## config.mk

```make
export PLATFORM = sky130hd
export DESIGN_NAME = uart_tx_arbiter
export DESIGN_NICKNAME = d
export VERILOG_FILES = /design/src/rtl/uart_pkg.sv /design/src/rtl/uart_tx_arbiter_rr_pick.sv /design/src/rtl/uart_tx_arbiter.sv
export SDC_FILE = /design/constraint.sdc
export NUM_CORES = 1
export LEC_CHECK = 0
export BUFFER_PORTS_ARGS = -buffer_cell sky130_fd_sc_hd__buf_2
export CAP_MARGIN = 20
export CORE_ASPECT_RATIO = 1.4
export CORE_MARGIN = 1.5
export CORE_UTILIZATION = 48
export DETAILED_ROUTE_END_ITERATION = 6
export HOLD_SLACK_MARGIN = 0.06
export PLACE_DENSITY_LB_ADDON = 0.08
export SYNTH_ARGS = -nofsm -noshare
export SYNTH_HDL_FRONTEND = slang
export SYNTH_HIERARCHICAL = 1
export SYNTH_SLANG_ARGS = --single-unit
```

## constraint.sdc

```tcl
create_clock -name clk -period 5.4 [get_ports clk]
set_clock_uncertainty 0.1 [all_clocks]
set_input_delay 0.81 -clock clk [delete_from_list [all_inputs] [get_ports clk]]
set_output_delay 0.81 -clock clk [all_outputs]
set_load 0.005 [all_outputs]
```

## src/rtl/uart_pkg.sv

```systemverilog
`default_nettype none
// ============================================================================
//  Package     : uart_pkg
//  Description : Definitions shared by the UART byte path (uart_tx, uart_rx,
//                uart_tx_arbiter): the byte width and the arbiter's
//                state encoding.
//  Revision    : 1.0 - initial release
// ============================================================================
package uart_pkg;

    localparam int UART_DATA_W = 8;

    // Arbiter state encoding
    localparam logic [1:0] ST_IDLE      = 2'd0;
    localparam logic [1:0] ST_ISSUE     = 2'd1;
    localparam logic [1:0] ST_WAIT_DONE = 2'd2;

endpackage : uart_pkg
`default_nettype wire

```

## src/rtl/uart_tx_arbiter_rr_pick.sv

```systemverilog
`default_nettype none
// ============================================================================
//  Module      : rr_pick
//  Description : Combinational rotating-priority encoder. Scans the request
//                vector starting one position above i_last and wraps, so
//                the previous winner has the lowest priority.
//  Ports       : i_req    - request vector, one bit per requester
//                i_last   - index of the previous winner
//                o_winner - index of the selected requester (i_last if none)
//                o_any    - high when any request bit is set
//  Revision    : 1.0 - initial release
// ============================================================================
module rr_pick #(
    parameter  int N   = 4,
    localparam int IDW = (N > 1) ? $clog2(N) : 1
) (
    input  logic [N-1:0]   i_req,
    input  logic [IDW-1:0] i_last,
    output logic [IDW-1:0] o_winner,
    output logic           o_any
);

    always_comb begin
        logic w_found;
        w_found  = 1'b0;
        o_any    = |i_req;
        o_winner = i_last;
        // Offset k=1 is the highest priority; k=N revisits i_last itself,
        // so a lone requester always wins again.
        for (int k = 1; k <= N; k++) begin
            for (int j = 0; j < N; j++) begin
                if (!w_found && (j == ((int'(i_last) + k) % N)) && i_req[j]) begin
                    o_winner = IDW'(j);
                    w_found  = 1'b1;
                end
            end
        end
    end

endmodule : rr_pick
`default_nettype wire

```

## src/rtl/uart_tx_arbiter.sv

```systemverilog
`default_nettype none
// ============================================================================
//  Module      : uart_tx_arbiter
//  Description : Round-robin arbiter sharing one uart_tx byte transmitter
//                between NUM_REQ message sources. A grant is held for a
//                whole message, up to MAX_BURST bytes, and is revoked if the
//                grantee stalls for GAP_TIMEOUT clocks mid-message. Each byte
//                is launched with a one-cycle tx_start and paced on tx_done.
//  Ports       : clk, rst      - clock, asynchronous active-high reset
//                req_valid/req_data/req_last/req_ready - per-requester byte
//                                stream (ready is combinational)
//                tx_start/tx_data - registered launch pulse and byte
//                tx_busy/tx_done  - transmitter status
//                grant_id/grant_active - current (or last) grantee
//  Revision    : 1.0 - initial release
// ============================================================================
module uart_tx_arbiter
    import uart_pkg::*;
#(
    parameter  int NUM_REQ     = 4,
    parameter  int MAX_BURST   = 8,
    parameter  int GAP_TIMEOUT = 16,
    localparam int IDW         = (NUM_REQ > 1) ? $clog2(NUM_REQ) : 1
) (
    input  logic                           clk,
    input  logic                           rst,
    input  logic [NUM_REQ-1:0]             req_valid,
    input  logic [UART_DATA_W*NUM_REQ-1:0] req_data,
    input  logic [NUM_REQ-1:0]             req_last,
    output logic [NUM_REQ-1:0]             req_ready,
    output logic                           tx_start,
    output logic [UART_DATA_W-1:0]         tx_data,
    input  logic                           tx_busy,
    input  logic                           tx_done,
    output logic [IDW-1:0]                 grant_id,
    output logic                           grant_active
);

    localparam int BW = $clog2(MAX_BURST + 1);
    localparam int GW = $clog2(GAP_TIMEOUT + 1);

    localparam logic [BW-1:0]  c_BURST_MAX = BW'(MAX_BURST);
    localparam logic [GW-1:0]  c_GAP_LAST  = GW'(GAP_TIMEOUT - 1);
    localparam logic [IDW-1:0] c_LAST_ID   = IDW'(NUM_REQ - 1);

    logic [1:0]             r_state;
    logic [IDW-1:0]         r_grant_id;
    logic                   r_grant_active;
    logic [IDW-1:0]         r_last_grant;
    logic [BW-1:0]          r_burst_cnt;
    logic [GW-1:0]          r_gap_cnt;
    logic                   r_last_flag;
    logic                   r_tx_start;
    logic [UART_DATA_W-1:0] r_tx_data;

    logic [IDW-1:0]         w_winner;
    logic                   w_any;
    logic                   w_sel_valid;
    logic                   w_sel_last;
    logic [UART_DATA_W-1:0] w_sel_data;
    logic                   w_ready_en;
    logic                   w_xfer;

    rr_pick #(
        .N        (NUM_REQ)
    ) u_rr_pick (
        .i_req    (req_valid),
        .i_last   (r_last_grant),
        .o_winner (w_winner),
        .o_any    (w_any)
    );

    // Route the grantee's byte stream onto a single set of wires.
    always_comb begin
        w_sel_valid = 1'b0;
        w_sel_last  = 1'b0;
        w_sel_data  = '0;
        for (int i = 0; i < NUM_REQ; i++) begin
            if (r_grant_id == IDW'(i)) begin
                w_sel_valid = req_valid[i];
                w_sel_last  = req_last[i];
                w_sel_data  = req_data[UART_DATA_W*i +: UART_DATA_W];
            end
        end
    end

    assign w_ready_en = (r_state == ST_ISSUE) && !tx_busy;
    assign w_xfer     = w_ready_en && w_sel_valid;

    always_comb begin
        req_ready = '0;
        for (int i = 0; i < NUM_REQ; i++) begin
            req_ready[i] = w_ready_en && (r_grant_id == IDW'(i));
        end
    end

    always_ff @(posedge clk or posedge rst) begin
        if (rst) begin
            r_state        <= ST_IDLE;
            r_grant_id     <= '0;
            r_grant_active <= 1'b0;
            r_last_grant   <= c_LAST_ID;
            r_burst_cnt    <= '0;
            r_gap_cnt      <= '0;
            r_last_flag    <= 1'b0;
            r_tx_start     <= 1'b0;
            r_tx_data      <= '0;
        end else begin
            r_tx_start <= 1'b0;
            case (r_state)
                ST_IDLE: begin
                    if (w_any) begin
                        r_grant_id     <= w_winner;
                        r_grant_active <= 1'b1;
                        r_burst_cnt    <= '0;
                        r_gap_cnt      <= '0;
                        r_state        <= ST_ISSUE;
                    end
                end
                ST_ISSUE: begin
                    if (w_xfer) begin
                        r_tx_start  <= 1'b1;
                        r_tx_data   <= w_sel_data;
                        r_burst_cnt <= r_burst_cnt + 1'b1;
                        r_last_flag <= w_sel_last;
                        r_gap_cnt   <= '0;
                        r_state     <= ST_WAIT_DONE;
                    end else if (!tx_busy && !w_sel_valid) begin
                        // Stall timer only runs while the transmitter could
                        // have taken a byte; busy time is not the source's fault.
                        if (r_gap_cnt == c_GAP_LAST) begin
                            r_last_grant   <= r_grant_id;
                            r_grant_active <= 1'b0;
                            r_state        <= ST_IDLE;
                        end else begin
                            r_gap_cnt <= r_gap_cnt + 1'b1;
                        end
                    end
                end
                ST_WAIT_DONE: begin
                    if (tx_done) begin
                        // End of message and burst limit collapse into one
                        // release; the counter never passes MAX_BURST.
                        if (r_last_flag || (r_burst_cnt == c_BURST_MAX)) begin
                            r_last_grant   <= r_grant_id;
                            r_grant_active <= 1'b0;
                            r_state        <= ST_IDLE;
                        end else begin
                            r_state <= ST_ISSUE;
                        end
                    end
                end
                default: begin
                    r_grant_active <= 1'b0;
                    r_state        <= ST_IDLE;
                end
            endcase
        end
    end

    assign tx_start     = r_tx_start;
    assign tx_data      = r_tx_data;
    assign grant_id     = r_grant_id;
    assign grant_active = r_grant_active;

endmodule : uart_tx_arbiter
`default_nettype wire

```

==> summary.md <==
| Metric | Value |
|---|---|
| Fin crit period | approximately 2600 ps |
| Proportion of synthesized flip-flops having asynchronous set or reset | 100% |
| Final hold violation count | 0 |
| Setup slack at placement | about 2800 ps |
| DRT iter0 DRCs | 24 |
| Wire length of the first global-routing pass | 6.02 mm |
| Count of standard-cell rows | 25 |
| Area of the die | about 3800 µm² |
| Setup repair after global routing missed its margin | false |
| Max Fclk | around 380 MHz |
| Routability congestion estimate from global placement | between 0.8 and 0.9 |
| Starting Density | 49.5% |
| Classification of the worst setup path | input pin to primary output |
| Critical path's largest stage delay | about 450 ps |
| Count of buffers from port buffering | a little under 60 |
| Critical path's most frequent cell | sky130_fd_sc_hd__buf_2 |
| Die X-Extent | around 53 µm |
| Critical path peak fanout | 6 |
| Mean area per synthesized cell | 11.3 µm² |
| Top post-synthesis cells by area | sky130_fd_sc_hd__dfrtp_1 36%, sky130_fd_sc_hd__mux4_2 14%, sky130_fd_sc_hd__mux2_4 7.3% |
| Static power due to leakage | a little under 1 nW |
| Largest net degree at the start of global routing | 27 |
| Clock latency on the worst-skew pair | 260 ps |
| Most used standard cell by instance count after synthesis | sky130_fd_sc_hd__dfrtp_1 |
| N_diodes | 0 |
| Max Cap Viol | 0 |
| Post-placement cell count | approximately 240 |
| Launching point of the worst reg2reg path | grant_id[0] |
| Flip-flop and latch count after synthesis | 26 |
| Depth of the worst register-to-register path | 4 |
| Synthesized cell area | between 1500 and 2000 µm² |
| Crit. End Element | primary output |
| Clk root buf | sky130_fd_sc_hd__clkbuf_8 |
| Number of post-CTS setup repair buffers | 0 |
| # H-tree levels | 1 |
| Ratio of cells with drive above 1 in the final layout | 43.6% |
| I/O pin cnt | 60 |
| Tightest Pin Transition | ~790 ps |
| Number of nets with antenna violations after detailed routing | 0 |
| Count of hold buffers inserted by post-cts repair | 0 |
| Relative slew slack | around 48% |
| TritonCTS clock tree | built |
| TritonRoute pass-1 iters | 4 |
| Die Y | around 72 µm |
| EDFF count, synth | 0 |
| Synth-to-layout area growth | 22.2% |
| Arrival time at the worst endpoint | between 1500 and 2000 ps |
| Part of the Yosys area used for sequential elements | 39.5% |
| Final Max Tran Viols | 0 |
| Via count of the routed design | 1,374 |
| Count of warnings emitted by yosys | 6 |
| Total Power | between 0.8 and 0.9 mW |
| Register cell area after layout | 653 µm² |
| Via count of the first global-routing pass | roughly 1,400 |
| Status | completed |
| Max stage delay cell, worst path | sky130_fd_sc_hd__or3b_1 |
| Commonest cells in the synthesized netlist | 24 x sky130_fd_sc_hd__dfrtp_1, 13 x sky130_fd_sc_hd__nand2_1, 10 x sky130_fd_sc_hd__mux4_2, 9 x sky130_fd_sc_hd__inv_1, 8 x sky130_fd_sc_hd__mux2_4 |
| Gate count of the mapped netlist | ~150 |
| Clock buffer count from CTS | 3 |
| Area taken by multi-input logic gates | roughly 910 µm² |
| Vias per std cell | 5.68 |
| Post-route fraction of the period consumed by the critical path | between 40% and 50% |
| Count of filler cells inserted in the layout | between 200 and 300 |
| Area share of the largest cell type after synthesis | between 30% and 40% |
| Fin Hold WS | 319 ps |
| Final cell count without fillers | approximately 240 |
| Top Family by Delay on Critical Path | simple AND/OR/NAND/NOR gates |
| HPWL Detailed | 2.84 mm |
| Wire length per cell after detailed routing | around 15 µm |
| Endpoint of the worst-slack reg-to-reg timing path | tx_data[5] |
| Req. time, crit path | 4490 ps |
| Post-Synthesis Net Count | just under 200 |
| Resize count post-CTS | 0 |
| Cells along the critical path | buf_2 > or3b_1 > nor3b_1 > buf_2 |
| Dominant register cell in the synthesized netlist | sky130_fd_sc_hd__dfrtp_1 |
| Areal power density over the cells | 441 nW/µm² |
| Worst Hold Class | input pin to async pin |
| Instance count on the critical path | 4 |
| Number of buffers on the longest clock path | 2 |
| Final sum of negative setup slack | 0 ps |
| Worst vdd rail ir drop | between 0.2 and 0.25 mV |
| Critical path buffers and inverters | 2 |
| R2r setup slk | ~3000 ps |
| Synth unique cells | 47 |
| Reg clk slew, reported paths | ~80 ps |
| Remaining routing DRC violations | 0 |
| Initial antenna violation count | 0 |
| Core area | 3350 µm² |
| Clock Sink Count | 26 |
| Gr usage total | a little over a fifth |
| Cell type contributing the most total cell area after synthesis | sky130_fd_sc_hd__dfrtp_1 |
| Kind of launch point of the worst setup path | input pin |
| Total length of routed wires | 3.70 mm |
| Slack of the critical path | 2750 ps |
| # nets final | roughly 250 |
| Number of endpoints failing setup at the final stage | 0 |
| Aggregate global routing overflow | 0 |
[report_power, final]
group / switching, mW / leakage [nW] / internal (mW) / total [mW]
Clock: 0.0560 / 0.0228 / 0.0526 / 0.109
Combinational: 0.170 / 0.641 / 0.240 / 0.410
Sequential: 0.102 / 0.322 / 0.271 / 0.373
[registers in the layout (all words and copies together) (netlist names)]
signal / cells
r_burst_cnt: 4
r_last_flag: 1
grant_active: 1
r_gap_cnt: 5
grant_id: 2
r_last_grant: 2
tx_start: 1
r_state: 2
tx_data: 8
[area by class of cell]
class	instances	share of cell area, %
Clock buffer	4	2.23
Inverter	11	2.04
Multi-Input combinational cell	101	45.0
Sequential cell	26	32.3
Tap cell	40	2.47
Timing Repair Buffer	60	16.0
[metal layers]
metal  up-vias  routed length (µm)  track usage (%)  part of all wire [%]
li1        646                   -                -                     -
met1       676                1430             23.7                    39
met2        46                2010             38.8                    54
met3         6                 207             2.67                   5.6
met4         0                  61             8.55                   1.6
met5         -                   0                0                     0
[metrics by stage]
step,util [%],area (µm²)
final,60.4,2020
after global routing,60.4,2020
after CTS,59.6,2000
after detailed placement,58.3,1950
after global placement,58.3,1950
after floorplan,-,1660
[worst max-delay path by stage]
| stage | startpoint | slack [ps] | endpoint |
|---|---|---|---|
| global placement | tx_busy | 2790 | req_ready[1] |
| detailed placement | tx_busy | 2760 | req_ready[1] |
| floorplan | tx_busy | 2960 | req_ready[1] |
| finish | tx_busy | 2750 | req_ready[1] |
| global route | tx_busy | 2660 | req_ready[1] |
| CTS | tx_busy | 2740 | req_ready[1] |
[cells in the final DEF (no fill, tap or decap), types with 3 or more instances in the layout]
cell and n:
sky130_fd_sc_hd__buf_2 59, sky130_fd_sc_hd__dfrtp_1 24, sky130_fd_sc_hd__nand2_1 13, sky130_fd_sc_hd__mux4_2 10, sky130_fd_sc_hd__inv_1 9, sky130_fd_sc_hd__mux2_4 8
sky130_fd_sc_hd__nor2_1 7, sky130_fd_sc_hd__a21oi_1 5, sky130_fd_sc_hd__nand3_1 5, sky130_fd_sc_hd__mux2_1 4, sky130_fd_sc_hd__o21ai_1 4, sky130_fd_sc_hd__ha_1 4
sky130_fd_sc_hd__nor3b_1 3, sky130_fd_sc_hd__and3_1 3, sky130_fd_sc_hd__o21ai_0 3, sky130_fd_sc_hd__clkbuf_8 3
[logic make-up (layout without fill, tap and decap cells)]
kind of cell / Yosys count / in the layout / synth area share [%]
and+or+nand+nor: 47 / 47 / 16.1
AOI/OAI and AO/OA: 26 / 26 / 11.2
DFF: 26 / 26 / 39.5
muxes: 23 / 23 / 24.2
buffers and inverters: 20 / 75 / 5.52
adders and majority gates: 4 / 4 / 3.02
xor gates and xnor gates: 1 / 1 / 0.529
No activity file was read; power rests on OpenSTA's default activity.
